## src/rtl/ovi_load_packer.sv

```systemverilog
// rtl/ovi_load_packer.sv - packs per-element vector load responses into load lines
// with seq_id tagging and a closing sync_end per memop.
module ovi_load_packer #(
    parameter int MEMDATA_W = 512,
    parameter int SBID_W    = 5
) (
    input  logic                 clk,
    input  logic                 rst,
    input  logic                 start,
    input  logic [SBID_W-1:0]    start_sb_id,
    input  logic [1:0]           start_sew,
    input  logic [11:0]          start_vl,
    input  logic [4:0]           start_vreg,
    input  logic                 kill,
    input  logic                 rsp_valid,
    input  logic [31:0]          rsp_data,
    output logic                 mem_ready,
    output logic                 busy,
    output logic                 load_valid,
    output logic [MEMDATA_W-1:0] load_data,
    output logic [SBID_W-1:0]    seq_sb_id,
    output logic [6:0]           seq_el_count,
    output logic [5:0]           seq_el_off,
    output logic [10:0]          seq_el_id,
    output logic [4:0]           seq_v_reg,
    output logic [63:0]          load_mask,
    output logic                 load_mask_valid,
    output logic                 sync_end,
    output logic [SBID_W-1:0]    sync_sb_id,
    output logic [14:0]          vstart_vlfof
);

    // SLOT_W must hold the 8-bit elements-per-line count itself, not just EPL-1.
    localparam int SLOT_W = $clog2(MEMDATA_W / 8) + 1;
    localparam int SH_W   = $clog2(MEMDATA_W);

    typedef enum logic [1:0] {IDLE, LOAD, EMIT, SYNC} state_t;

    state_t               r_state;
    logic [SBID_W-1:0]    r_sb_id;
    logic [1:0]           r_sew;
    logic [11:0]          r_vl;
    logic [4:0]           r_vreg;
    logic [11:0]          r_idx;
    logic [SLOT_W-1:0]    r_slot;
    logic [10:0]          r_line_first;
    logic [4:0]           r_line_num;
    logic [MEMDATA_W-1:0] r_buf;

    logic [SLOT_W-1:0]    w_epl;
    logic [31:0]          w_elem;
    logic [SH_W-1:0]      w_shift;
    logic [SLOT_W-1:0]    w_slot_nx;
    logic [11:0]          w_idx_nx;
    logic                 w_accept;
    logic                 w_line_done;
    logic                 w_emit;
    logic                 w_sync;

    always_comb begin
        w_epl   = SLOT_W'(MEMDATA_W / 32);
        w_elem  = rsp_data;
        w_shift = SH_W'(r_slot) << 5;
        case (r_sew)
            2'd0: begin
                w_epl   = SLOT_W'(MEMDATA_W / 8);
                w_elem  = {24'd0, rsp_data[7:0]};
                w_shift = SH_W'(r_slot) << 3;
            end
            2'd1: begin
                w_epl   = SLOT_W'(MEMDATA_W / 16);
                w_elem  = {16'd0, rsp_data[15:0]};
                w_shift = SH_W'(r_slot) << 4;
            end
            default: ;
        endcase
    end

    assign w_accept    = (r_state == LOAD) && rsp_valid && !kill;
    assign w_slot_nx   = r_slot + SLOT_W'(1);
    assign w_idx_nx    = r_idx + 12'd1;
    assign w_line_done = w_accept && ((w_slot_nx == w_epl) || (w_idx_nx == r_vl));

    always_ff @(posedge clk or posedge rst) begin
        if (rst) begin
            r_state      <= IDLE;
            r_sb_id      <= '0;
            r_sew        <= '0;
            r_vl         <= '0;
            r_vreg       <= '0;
            r_idx        <= '0;
            r_slot       <= '0;
            r_line_first <= '0;
            r_line_num   <= '0;
            r_buf        <= '0;
        end else if (r_state == IDLE) begin
            if (start && (start_sew != 2'd3)) begin
                r_sb_id      <= start_sb_id;
                r_sew        <= start_sew;
                r_vl         <= start_vl;
                r_vreg       <= start_vreg;
                r_idx        <= '0;
                r_slot       <= '0;
                r_line_first <= '0;
                r_line_num   <= '0;
                r_buf        <= '0;
                r_state      <= (start_vl == 12'd0) ? SYNC : LOAD;
            end
        end else if (kill) begin
            r_state <= IDLE;
            r_buf   <= '0;
            r_slot  <= '0;
        end else begin
            case (r_state)
                LOAD: begin
                    if (w_accept) begin
                        r_buf  <= r_buf | (MEMDATA_W'(w_elem) << w_shift);
                        r_slot <= w_slot_nx;
                        r_idx  <= w_idx_nx;
                        if (w_line_done) r_state <= EMIT;
                    end
                end
                EMIT: begin
                    r_buf        <= '0;
                    r_slot       <= '0;
                    r_line_first <= r_idx[10:0];
                    r_line_num   <= r_line_num + 5'd1;
                    r_state      <= (r_idx == r_vl) ? SYNC : LOAD;
                end
                SYNC:    r_state <= IDLE;
                default: r_state <= IDLE;
            endcase
        end
    end

    // A kill arriving in EMIT/SYNC suppresses that cycle's pulse as well.
    assign w_emit = (r_state == EMIT) && !kill;
    assign w_sync = (r_state == SYNC) && !kill;

    assign mem_ready       = (r_state == LOAD);
    assign busy            = (r_state != IDLE);
    assign load_valid      = w_emit;
    assign load_data       = w_emit ? r_buf : '0;
    assign seq_sb_id       = w_emit ? r_sb_id : '0;
    assign seq_el_count    = w_emit ? 7'(r_slot) : 7'd0;
    assign seq_el_off      = 6'd0;
    assign seq_el_id       = w_emit ? r_line_first : 11'd0;
    assign seq_v_reg       = w_emit ? (r_vreg + r_line_num) : 5'd0;
    assign load_mask       = 64'd0;
    assign load_mask_valid = 1'b0;
    assign sync_end        = w_sync;
    assign sync_sb_id      = w_sync ? r_sb_id : '0;
    assign vstart_vlfof    = 15'd0;

endmodule

```

## config.mk

```make
export PLATFORM = sky130hd
export DESIGN_NAME = ovi_load_packer
export DESIGN_NICKNAME = d
export VERILOG_FILES = /design/src/rtl/ovi_load_packer.sv
export SDC_FILE = /design/constraint.sdc
export NUM_CORES = 2
export LEC_CHECK = 0
export ABC_AREA = 1
export CAP_MARGIN = 20
export CORE_AREA = 2 2 269 271
export CTS_CLUSTER_DIAMETER = 50
export CTS_CLUSTER_SIZE = 12
export DETAILED_ROUTE_END_ITERATION = 10
export DIE_AREA = 0 0 271 273
export GPL_TIMING_DRIVEN = 0
export PLACE_DENSITY = 0.7
export SETUP_SLACK_MARGIN = 0.3
export SYNTH_ARGS = -nofsm -noshare
export SYNTH_HDL_FRONTEND = slang
export SYNTH_SLANG_ARGS = --single-unit
```

## constraint.sdc

```tcl
create_clock -name clk -period 22.2 [get_ports clk]
set_input_delay 6.66 -clock clk [delete_from_list [all_inputs] [get_ports clk]]
set_output_delay 6.66 -clock clk [all_outputs]
set_load 0.03 [all_outputs]
```

==> out/summary.log <==
INFO  worst_setup_path reg2regPathDepth=12
INFO  power_and_ir_drop power_density=106nW/µm²
INFO  finish         area_delta_synth_final=36.8%
INFO  clock_tree     root_buffer=clkbuf_16
INFO  run_status     status=completed
INFO  placement      place_congestion=0.961
INFO  worst_setup_path crit_path_start=kill
INFO  timing         layout_min_cycle_time=16.56ns
INFO  worst_setup_path timing.critical_path.required=15.54ns
INFO  synth          post_synth_num_cell_types=41
INFO  floorplanning  floorplan.initialDensity=0.405
INFO  clock_tree     post_cts_resized=0
INFO  timing         worst_clock_skew=0.0189ns
INFO  timing         final-hold-violation-count=0
INFO  finish         layout-drive-gt1-share=0.0790
INFO  placement      preCtsSetupSlack=5.72ns
INFO  timing         final_critical_path_setup_slack=5.64ns
INFO  floorplanning  floorplan.core_area=71,000µm²
INFO  routing        avgViaCountPerCell=4.98
INFO  clock_tree     clock_latency=0.63ns
INFO  routing        num_vias=28,421
INFO  power_and_ir_drop leakage=16.3nW
INFO  finish         sequential_cell_area=14,300µm²
INFO  worst_setup_path cell_by_cell_listing_of_the_critical_path=clkdlybuf4s50_1, nor2_1, inv_2, clkbuf_2, clkbuf_1, nor2_1, clkdlybuf4s50_1
INFO  finish         final.fill_count=6,689
INFO  placement      io_buffer_count=609
INFO  worst_setup_path worstReg2RegStart=r_state[0]
INFO  clock_tree     cts.repair_timing.setup_buffer_count=0
INFO  clock_tree     cts_tree=yes
INFO  floorplanning  die_area=74,000µm²
INFO  routing        finalWirelength=125,000µm
INFO  finish         multi_input_comb_area=10,600µm²
INFO  floorplanning  dieHeight=273µm
INFO  finish         layout_commonest_cell=nor2_1
INFO  synth          yosys_warnings=0
INFO  finish         mostFrequentLayoutCells=nor2_1, nand2_1, inv_1
INFO  timing         max-slew-margin-rel=0.198
INFO  clock_tree     hold_buffer_count_at_cts=0
INFO  timing         final.period_utilization=0.746
INFO  power_and_ir_drop worst_ir_drop_vdd=0.0000658V
INFO  hold_path      hold_path.startpoint=r_vreg[4]
INFO  synth          syn_area_per_cell=7.36µm²
INFO  routing        drt_pre_antenna_iters=7
INFO  worst_setup_path timing.critical_path.max_delay_family=buffers and inverters
INFO  worst_setup_path worst_path_largest_cell_delay=0.73ns
INFO  worst_setup_path critical_path.n_buffers_inverters=5
INFO  run            maxCapViolCount=0
INFO  timing         tns=0ns
INFO  worst_setup_path critPathSlowestCell=clkdlybuf4s50_1
INFO  routing        drt_first_iter_violations=2,667
INFO  worst_setup_path timing.critical_path.depth=7
INFO  floorplanning  floorplan.die.width=271µm
INFO  routing        drc_errors=0
INFO  routing        drt-wirelength-per-cell=21.8µm
INFO  global_route   gr-total-overflow=0
INFO  hold_path      timing.hold.worst_path_depth=2
INFO  timing         finalSetupViolations=0
INFO  timing         timing.fmax=0.0604GHz
INFO  global_route   initial_antenna_violation_count=2
INFO  clock_tree     cts_buffer_depth=3
INFO  timing         grt_setup_unrepaired=false
INFO  finish         design.final.nets=4,779
INFO  synth          syn-cell-area=28,800µm²
INFO  worst_setup_path criticalPathCategory=in -> out
INFO  synth          number_of_standard_cells_after_synthesis=3,905
INFO  worst_setup_path startpoint_type=primary input
INFO  synth          ys_seq_area_frac=0.499
INFO  floorplanning  top_level_ports=696
INFO  placement      hpwl=97,200µm
INFO  global_route   grt_pass1_wl=178,000µm
INFO  floorplanning  core_rows=98
INFO  timing         timing_worst_slew_pin_value=1.20ns
INFO  hold_path      hold_removal_path_class=reg -> reg
INFO  global_route   grt_start_max_net_pins=41
INFO  synth          ys_seq_elements=573
INFO  timing         drv_slew=0
INFO  global_route   gr-usage-all-layers=0.327
INFO  worst_setup_path crit_fanout=10
INFO  clock_tree     cts.sinks=573
INFO  clock_tree     cts_htree_levels=3
INFO  clock_tree     clk_pin_slew_worst_paths=0.05ns
INFO  clock_tree     numCtsBuffers=74
INFO  worst_setup_path worst_path_arrival_time=9.90ns
INFO  global_route   grt_pass1_vias=27,582
INFO  worst_setup_path crit_path_end_kind=output pin
INFO  routing        ant_nets=0
## state kept, by name, indices dropped and copies added, names as in the netlist
signal and count:
r_vreg 5, r_line_first 11, r_sb_id 5, r_buf 512
r_state 2, r_line_num 5, r_vl 12, r_sew 2
r_idx 12, r_slot 7
## cells in the mapped netlist, drive strengths merged
cell | number | share of area
nand4 | 5 | 0.0011
xor2 | 11 | 0.0034
a21o | 1 | 0.00026
dfrtp | 573 | 0.50
o21ai | 43 | 0.0079
clkbuf | 138 | 0.018
o211ai | 1 | 0.00026
a21oi | 527 | 0.093
o21a | 2 | 0.00057
conb | 1 | 0.00013
fa | 1 | 0.00070
nor3 | 22 | 0.0065
o22ai | 29 | 0.0065
nand3 | 62 | 0.011
a22oi | 3 | 0.00096
xnor2 | 2 | 0.00061
and2 | 3 | 0.00065
nor2 | 862 | 0.11
nor4 | 3 | 0.00065
o211a | 1 | 0.00035
buf | 180 | 0.044
ha | 13 | 0.0057
and3 | 1 | 0.00022
nand2 | 795 | 0.10
inv | 626 | 0.082
## cell families after synthesis
family	share of synthesized area
and+or+nand+nor	0.238
AOI/OAI and AO/OA	0.109
xor gates and xnor gates	0.00396
other	0.000130
buffers and inverters	0.144
DFF	0.499
adders and majority gates	0.00635
## through the flow
stage | hold slack [ns] | instance area (µm²) | instances | utilization | power, mW
final | 0.489 | 39300 | 5708 | 0.554 | 4.18
after global routing | 0.527 | 39300 | 5707 | 0.554 | 4.34
after global placement | 0.467 | 36400 | 5549 | 0.512 | 2.89
after CTS | 0.491 | 39300 | 5706 | 0.554 | 4.15
after detailed placement | 0.469 | 36800 | 5577 | 0.519 | 2.93
after floorplan | 0.448 | 29100 | 3990 | - | 2.23
## report_power, final
| group | leakage, nW | switching [mW] | internal [mW] | total [mW] |
|---|---|---|---|---|
| registers | 7.95 | 0.0497 | 1.17 | 1.22 |
| logic | 7.11 | 1.36 | 0.372 | 1.73 |
| clock network | 1.21 | 0.507 | 0.725 | 1.23 |
## per-layer routing
metal,vias up,wire length (µm),share of wire,global-route usage
met4,2,5800,0.047,0.145
li1,13187,-,-,-
met1,13723,51300,0.41,0.428
met5,-,7,0.000056,0
met2,1259,57600,0.46,0.526
met3,250,9780,0.079,0.0655
## area by class of cell
class,count,area share
antenna,1,0.0000636
buffer,318,0.0454
clock buffer,89,0.0511
clock inverter,40,0.0118
inverter,626,0.0599
multi-input combinational,2473,0.270
sequential,573,0.365
tap,950,0.0302
timing repair buffer,638,0.167
## final timing paths
path                                  end  slack, ns
max in group asynchronous      r_buf[250]      13.85
min in group asynchronous      r_buf[276]       6.43
min                             r_vreg[4]       0.49
min reg2reg                     r_vreg[4]       0.49
max reg2reg                     r_buf[19]      18.38
max                        load_data[219]       5.64
## worst reg2reg max path: cells and delay by family (launching register included)
kind | cells | cell delay, ns
buf+inv | 5 | 1.77
simple gates | 5 | 1.09
flops | 1 | 0.42
fa+ha+maj | 1 | 0.26
compound gates | 1 | 0.12
No activity file was read; power rests on OpenSTA's default activity.
